===== src/rtl/guess_scorer.sv =====
// Sequential bulls-and-cows scorer: latches target/guess on start, scans digit pairs one per cycle.
// Build option: define DUP_SAFE_EN for the duplicate-correct two-pass (EXACT then NEAR) algorithm.
module guess_scorer #(
  parameter int DIGITS = 4,
  parameter int DW     = 4
) (
  input  logic                 clk,
  input  logic                 reset,
  input  logic                 start,
  input  logic [DIGITS*DW-1:0] target_in,
  input  logic [DIGITS*DW-1:0] guess_in,
  output logic                 busy,
  output logic                 done,
  output logic [2:0]           exact_cnt,
  output logic [2:0]           near_cnt,
  output logic                 win
);
  localparam int IW = (DIGITS > 1) ? $clog2(DIGITS) : 1;
  localparam logic [IW-1:0] LAST = IW'(DIGITS - 1);
  localparam logic [2:0]    CMAX = 3'(DIGITS);

  typedef enum logic [1:0] {IDLE, EXACT, NEAR, DONE} state_t;

  state_t               state_q, state_d;
  logic [DIGITS*DW-1:0] t_q, t_d, g_q, g_d;
  logic [IW-1:0]        i_q, i_d, j_q, j_d;
  logic [2:0]           exact_q, exact_d, near_q, near_d;
  logic [2:0]           exact_cnt_q, exact_cnt_d, near_cnt_q, near_cnt_d;
  logic                 win_q, win_d;
`ifdef DUP_SAFE_EN
  logic [DIGITS-1:0]    t_used_q, t_used_d, g_used_q, g_used_d;
`endif

  function automatic logic [2:0] sat_inc(input logic [2:0] v);
    return (v >= CMAX) ? CMAX : v + 3'd1;
  endfunction

  function automatic logic [DW-1:0] dig(input logic [DIGITS*DW-1:0] v, input logic [IW-1:0] k);
    return v[k*DW +: DW];
  endfunction

  always_comb begin
    state_d     = state_q;
    t_d         = t_q;
    g_d         = g_q;
    i_d         = i_q;
    j_d         = j_q;
    exact_d     = exact_q;
    near_d      = near_q;
    exact_cnt_d = exact_cnt_q;
    near_cnt_d  = near_cnt_q;
    win_d       = win_q;
`ifdef DUP_SAFE_EN
    t_used_d    = t_used_q;
    g_used_d    = g_used_q;
`endif
    case (state_q)
      IDLE: begin
        if (start) begin
          t_d     = target_in;
          g_d     = guess_in;
          exact_d = '0;
          near_d  = '0;
          i_d     = '0;
          j_d     = '0;
`ifdef DUP_SAFE_EN
          t_used_d = '0;
          g_used_d = '0;
          state_d  = EXACT;
`else
          state_d  = NEAR;
`endif
        end
      end
`ifdef DUP_SAFE_EN
      EXACT: begin
        if (dig(t_q, i_q) == dig(g_q, i_q)) begin
          exact_d       = sat_inc(exact_q);
          t_used_d[i_q] = 1'b1;
          g_used_d[i_q] = 1'b1;
        end
        if (i_q == LAST) begin
          i_d     = '0;
          state_d = NEAR;
        end else begin
          i_d = i_q + 1'b1;
        end
      end
`endif
      NEAR: begin
`ifdef DUP_SAFE_EN
        if (!g_used_q[j_q] && !t_used_q[i_q] && dig(g_q, j_q) == dig(t_q, i_q)) begin
          near_d        = sat_inc(near_q);
          t_used_d[i_q] = 1'b1;
          g_used_d[j_q] = 1'b1;
        end
`else
        if (dig(g_q, j_q) == dig(t_q, i_q)) begin
          if (i_q == j_q) exact_d = sat_inc(exact_q);
          else            near_d  = sat_inc(near_q);
        end
`endif
        if (i_q == LAST) begin
          i_d = '0;
          if (j_q == LAST) begin
            j_d     = '0;
            state_d = DONE;
            // Results land on the edge into DONE so they are valid while done is high
            exact_cnt_d = exact_d;
            near_cnt_d  = near_d;
            win_d       = (exact_d == CMAX);
          end else begin
            j_d = j_q + 1'b1;
          end
        end else begin
          i_d = i_q + 1'b1;
        end
      end
      DONE:    state_d = IDLE;
      default: state_d = IDLE;
    endcase
  end

  always_ff @(posedge clk) begin
    if (reset) begin
      state_q     <= IDLE;
      t_q         <= '0;
      g_q         <= '0;
      i_q         <= '0;
      j_q         <= '0;
      exact_q     <= '0;
      near_q      <= '0;
      exact_cnt_q <= '0;
      near_cnt_q  <= '0;
      win_q       <= 1'b0;
`ifdef DUP_SAFE_EN
      t_used_q    <= '0;
      g_used_q    <= '0;
`endif
    end else begin
      state_q     <= state_d;
      t_q         <= t_d;
      g_q         <= g_d;
      i_q         <= i_d;
      j_q         <= j_d;
      exact_q     <= exact_d;
      near_q      <= near_d;
      exact_cnt_q <= exact_cnt_d;
      near_cnt_q  <= near_cnt_d;
      win_q       <= win_d;
`ifdef DUP_SAFE_EN
      t_used_q    <= t_used_d;
      g_used_q    <= g_used_d;
`endif
    end
  end

  assign busy      = (state_q != IDLE);
  assign done      = (state_q == DONE);
  assign exact_cnt = exact_cnt_q;
  assign near_cnt  = near_cnt_q;
  assign win       = win_q;
endmodule


===== config.mk =====
export PLATFORM = sky130hd
export DESIGN_NAME = guess_scorer
export DESIGN_NICKNAME = d
export VERILOG_FILES = /design/src/rtl/guess_scorer.sv
export SDC_FILE = /design/constraint.sdc
export NUM_CORES = 1
export LEC_CHECK = 0
export CAP_MARGIN = 5
export CORE_MARGIN = 4
export CORE_UTILIZATION = 50
export CTS_CLUSTER_SIZE = 10
export DETAILED_ROUTE_END_ITERATION = 8
export DONT_BUFFER_PORTS = 1
export PLACE_DENSITY = 0.64
export SLEW_MARGIN = 25
export SYNTH_ARGS = -nofsm -noshare
export SYNTH_HDL_FRONTEND = slang
export SYNTH_SLANG_ARGS = --single-unit

===== constraint.sdc =====
create_clock -name clk -period 2.2 [get_ports clk]
set_input_delay 0.55 -clock clk [delete_from_list [all_inputs] [get_ports clk]]
set_output_delay 0.55 -clock clk [all_outputs]
set_load 0.005 [all_outputs]

==> metrics.txt, run 1 <==
# TYPE chip_impl_metric gauge
chip_impl_metric{name="finalHoldViolations",unit=""} 0
chip_impl_metric{name="yosys_register_bits",unit=""} 51
chip_impl_metric{name="clk-insertion-delay-late",unit="ps"} 300
chip_impl_metric{name="clockBufferDepth",unit=""} 2
chip_impl_metric{name="core-area",unit="mm^2"} 0.00444
chip_impl_metric{name="total_wire_length_after_detailed_routing",unit="um"} 4960
chip_impl_metric{name="final_layout_size_suffix_gt1_frac",unit=""} 0.136
chip_impl_metric{name="grt_start_max_net_pins",unit=""} 53
chip_impl_metric{name="netlist-cell-type-count",unit=""} 37
chip_impl_info{name="type_of_element_launching_the_critical_path",value="flip-flop"} 1
chip_impl_metric{name="finClkSkew",unit="ps"} 6.14
chip_impl_metric{name="final.min_clock_period",unit="ps"} 2200
chip_impl_metric{name="grt_antenna_before_repair",unit=""} 0
chip_impl_metric{name="ys_warn_count",unit=""} 0
chip_impl_metric{name="diodes",unit=""} 0
chip_impl_metric{name="share_of_the_clock_period_used_by_the_worst_path",unit=""} 0.999
chip_impl_metric{name="power.switching_fraction",unit=""} 0.265
chip_impl_metric{name="fp.dieArea",unit="mm^2"} 0.00585
chip_impl_info{name="status",value="finished clean"} 1
chip_impl_metric{name="num_ports",unit=""} 44
chip_impl_metric{name="maxCapViolations",unit=""} 0
chip_impl_metric{name="syn_area_per_cell",unit="um^2"} 8.38
chip_impl_metric{name="longest_individual_stage_delay_on_the_worst_path",unit="ps"} 630
chip_impl_metric{name="drt_pre_antenna_iters",unit=""} 4
chip_impl_metric{name="slew-limit-headroom",unit=""} 0.721
chip_impl_metric{name="post_cts_hold_buffer_count",unit=""} 0
chip_impl_info{name="worst_hold_path_type",value="in2reg"} 1
chip_impl_metric{name="filler_cell_count",unit=""} 427
chip_impl_metric{name="final.setup.tns",unit="ps"} 0
chip_impl_metric{name="wire_length_of_the_first_global_routing_pass",unit="um"} 7910
chip_impl_metric{name="final-setup-viol-count",unit=""} 0
chip_impl_metric{name="final_max_slew_viol_count",unit=""} 0
chip_impl_metric{name="vdd.ir_drop.worst",unit="mV"} 0.402
chip_impl_metric{name="fin_cells",unit=""} 331
chip_impl_metric{name="postPlaceCellArea",unit="mm^2"} 0.00239
chip_impl_metric{name="numPlacedInstances",unit=""} 319
chip_impl_metric{name="utilization",unit=""} 0.572
chip_impl_info{name="worst-setup-path-type",value="reg2reg"} 1
chip_impl_metric{name="clock_sink_count",unit=""} 51
chip_impl_metric{name="ys_seq_area_frac",unit=""} 0.435
chip_impl_metric{name="flow.area_growth_from_synthesis",unit="%"} 8.21
chip_impl_metric{name="drtAntennaViolNets",unit=""} 0
chip_impl_metric{name="switching_power",unit="uW"} 480
chip_impl_metric{name="cts-buffers-inserted",unit=""} 5
chip_impl_metric{name="synth_edf_count",unit=""} 0
chip_impl_metric{name="stdcell_area",unit="mm^2"} 0.00254
chip_impl_metric{name="post-dp-hpwl",unit="um"} 3380
chip_impl_metric{name="worst_setup_hold_path_clk_slew",unit="ps"} 90
chip_impl_metric{name="gr-usage-all-layers",unit=""} 0.169
chip_impl_metric{name="power_leakage",unit="nW"} 0.962
chip_impl_info{name="setup.worst_path.end_class",value="flip-flop"} 1
chip_impl_info{name="clock_tree_from_tritoncts",value="yes"} 1
chip_impl_metric{name="share_clk_of_total_power",unit=""} 0.312
chip_impl_metric{name="post-route-worst-setup-slack",unit="ps"} 1.92
chip_impl_info{name="critical-path-slowest-cell",value="sky130_fd_sc_hd__or4_4"} 1
chip_impl_metric{name="floorplan.rows",unit=""} 24
chip_impl_metric{name="first_global_vias",unit=""} 1642
chip_impl_metric{name="power_density",unit="mW/mm^2"} 713
chip_impl_metric{name="critPathMaxFanout",unit=""} 8
chip_impl_metric{name="critPathRequiredTime",unit="ps"} 2450
chip_impl_info{name="dominantRegCellSynth",value="sky130_fd_sc_hd__dfxtp_1"} 1
chip_impl_metric{name="die_x_extent",unit="um"} 76.5
chip_impl_metric{name="seq_power_share",unit=""} 0.550
chip_impl_metric{name="initialDrtViolationCount",unit=""} 97
chip_impl_info{name="cts.root.buffer_cell",value="sky130_fd_sc_hd__clkbuf_8"} 1
chip_impl_metric{name="die_h",unit="um"} 76.5
chip_impl_metric{name="transition_time_at_the_pin_with_the_least_slew_margin",unit="ps"} 417
chip_impl_metric{name="port_buffers",unit=""} 0
chip_impl_info{name="worstPathCellList",value="mux4_2 > xor2_2 > or4_4 > o31ai_4 > and3_1"} 1
chip_impl_metric{name="cts_htree_levels",unit=""} 2
chip_impl_metric{name="mappedNetlistNets",unit=""} 321
chip_impl_metric{name="grt.overflow.total",unit=""} 0
chip_impl_info{name="synthTopCellsByArea",value="sky130_fd_sc_hd__dfxtp_1, sky130_fd_sc_hd__nand2_1, sky130_fd_sc_hd__a21oi_1, sky130_fd_sc_hd__mux4_2, sky130_fd_sc_hd__ha_1"} 1
chip_impl_info{name="grt_setup_unrepaired",value="true"} 1
chip_impl_metric{name="avgRoutedWirePerCell",unit="um"} 15.0
chip_impl_metric{name="nNetsFinal",unit=""} 319
chip_impl_metric{name="drc",unit=""} 0
chip_impl_metric{name="pre_cts_ws",unit="ps"} -86.6
chip_impl_metric{name="netlist_area",unit="mm^2"} 0.00235
chip_impl_metric{name="fmaxAchievable",unit="GHz"} 0.455
chip_impl_info{name="netlist.top_cell.by_area",value="sky130_fd_sc_hd__dfxtp_1"} 1
chip_impl_metric{name="async_reset_ff_frac",unit=""} 0
chip_impl_metric{name="combinationalPowerShare",unit=""} 0.138
chip_impl_metric{name="post_synthesis_instance_total",unit=""} 280
chip_impl_metric{name="internal_power",unit="mW"} 1.33
chip_impl_metric{name="arrival",unit="ps"} 2450
chip_impl_metric{name="netlist.area_leader.share",unit=""} 0.435
chip_impl_metric{name="initial_core_util",unit=""} 0.528
chip_impl_metric{name="gp_congestion",unit=""} 0.827
chip_impl_metric{name="post_drt_via_cell_ratio",unit=""} 5.54
chip_impl_metric{name="via_count",unit=""} 1833
[cell usage after synthesis, types with 2 or more instances]
| master | n |
|---|---|
| sky130_fd_sc_hd__clkbuf_1 | 17 |
| sky130_fd_sc_hd__nand3b_1 | 2 |
| sky130_fd_sc_hd__mux4_2 | 6 |
| sky130_fd_sc_hd__nor3_1 | 2 |
| sky130_fd_sc_hd__o21ai_0 | 6 |
| sky130_fd_sc_hd__a21oi_1 | 41 |
| sky130_fd_sc_hd__nor2b_1 | 3 |
| sky130_fd_sc_hd__and3_1 | 2 |
| sky130_fd_sc_hd__ha_1 | 6 |
| sky130_fd_sc_hd__xor2_1 | 6 |
| sky130_fd_sc_hd__a311oi_1 | 4 |
| sky130_fd_sc_hd__buf_2 | 2 |
| sky130_fd_sc_hd__nand4_1 | 4 |
| sky130_fd_sc_hd__nand3_1 | 6 |
| sky130_fd_sc_hd__nand2_1 | 71 |
| sky130_fd_sc_hd__mux4_1 | 2 |
| sky130_fd_sc_hd__buf_6 | 2 |
| sky130_fd_sc_hd__o211ai_1 | 2 |
| sky130_fd_sc_hd__a31oi_1 | 2 |
| sky130_fd_sc_hd__inv_1 | 6 |
| sky130_fd_sc_hd__a22oi_1 | 3 |
| sky130_fd_sc_hd__dfxtp_1 | 51 |
| sky130_fd_sc_hd__nor2_1 | 18 |
| sky130_fd_sc_hd__or2_2 | 3 |
[cells by family after synthesis]
family	after synthesis	synth area share
fa+ha+maj	6	0.0320
buf+inv	28	0.0538
flops	51	0.435
xor+xnor	6	0.0224
mux	9	0.0842
simple gates	117	0.217
compound gates	63	0.155
[state kept, by name, summed over array words and instances (netlist names)]
register / flops
j_q: 2
g_q: 16
exact_q: 3
exact_cnt: 3
win: 1
state_q: 2
t_q: 16
near_q: 3
near_cnt: 3
i_q: 2
[stage by stage]
| stage | power, mW | hold slack (ps) |
|---|---|---|
| after floorplan | 1.21 | 432 |
| after global placement | 1.25 | 437 |
| after detailed placement | 1.25 | 440 |
| after CTS | 1.81 | 290 |
| after global routing | 1.91 | 277 |
| final | 1.81 | 298 |
[cell usage in the layout (no fill, tap or decap), types with 3 or more instances in the layout]
cell,synthesis,layout
sky130_fd_sc_hd__a22oi_1,3,3
sky130_fd_sc_hd__nand4_1,4,4
sky130_fd_sc_hd__nand3_1,6,6
sky130_fd_sc_hd__clkbuf_8,0,6
sky130_fd_sc_hd__dfxtp_4,0,3
sky130_fd_sc_hd__xor2_1,6,5
sky130_fd_sc_hd__ha_1,6,6
sky130_fd_sc_hd__a311oi_1,4,4
sky130_fd_sc_hd__mux4_2,6,8
sky130_fd_sc_hd__o21ai_0,6,4
sky130_fd_sc_hd__nor2b_1,3,3
sky130_fd_sc_hd__nand2_1,71,71
sky130_fd_sc_hd__dfxtp_1,51,48
sky130_fd_sc_hd__nor2_1,18,17
sky130_fd_sc_hd__a21oi_1,41,41
sky130_fd_sc_hd__or2_2,3,3
sky130_fd_sc_hd__buf_4,1,11
sky130_fd_sc_hd__inv_1,6,6
[power groups by stage]
stage	Combinational [mW]	Clock [mW]	Sequential, mW
finish	0.249	0.565	0.996
global route	0.280	0.625	1.00
CTS	0.238	0.581	0.996
detailed placement	0.230	0	1.02
global placement	0.225	0	1.02
floorplan	0.205	0	1.01
[per-layer routing]
layer / wire length, um / part of all wire / GRT usage
met3: 214 / 0.043 / 0.0461
met1: 2400 / 0.48 / 0.227
met5: 0 / 0 / 0
met4: 84 / 0.017 / 0.0652
met2: 2260 / 0.45 / 0.257
[area by class of cell]
| type | count | area [um^2] | share of cell area |
|---|---|---|---|
| Timing Repair Buffer | 13 | 114 | 0.0448 |
| Tap cell | 52 | 65.1 | 0.0256 |
| Sequential cell | 51 | 1030 | 0.406 |
| Clock buffer | 7 | 86.3 | 0.0340 |
| Multi-Input combinational cell | 201 | 1210 | 0.477 |
| Clock inverter | 1 | 8.76 | 0.00345 |
| Inverter | 6 | 22.5 | 0.00887 |
[worst max-delay path: cells and delay by family, from the launching register on]
kind / cells / cell delay [ps]
and+or+nand+nor: 2 / 800
muxes: 1 / 540
DFF: 1 / 400
AOI/OAI and AO/OA: 1 / 240
xor gates and xnor gates: 1 / 170
[worst paths after layout]
path	from	slack, ps	end	depth (start not counted)
max	j_q[0]	2	win	5
min reg2reg	g_q[10]	450	g_q[10]	2
max reg2reg	j_q[0]	2	win	5
min	reset	300	exact_cnt[0]	1
[what timing repair did]
action / in CTS / in global routing
cloned: 0 / 0
pin swaps: 1 / 2
endpoints found under the setup margin: 6 / 5
setup buffers: 1 / 3
gates resized for setup: 6 / 6
Note: power is estimated with default switching activity, not from simulation.
==> inputs of run 2 (changes only) <==
--- a/config.mk
+++ b/config.mk
@@ -5,7 +5,7 @@
 export SDC_FILE = /design/constraint.sdc
 export NUM_CORES = 1
 export LEC_CHECK = 0
-export CAP_MARGIN = 5
+export CAP_MARGIN = 20
 export CORE_MARGIN = 4
 export CORE_UTILIZATION = 50
 export CTS_CLUSTER_SIZE = 10
==> results of run 2 <==
Final layout, timing and power as in run 1 (identical DEF).
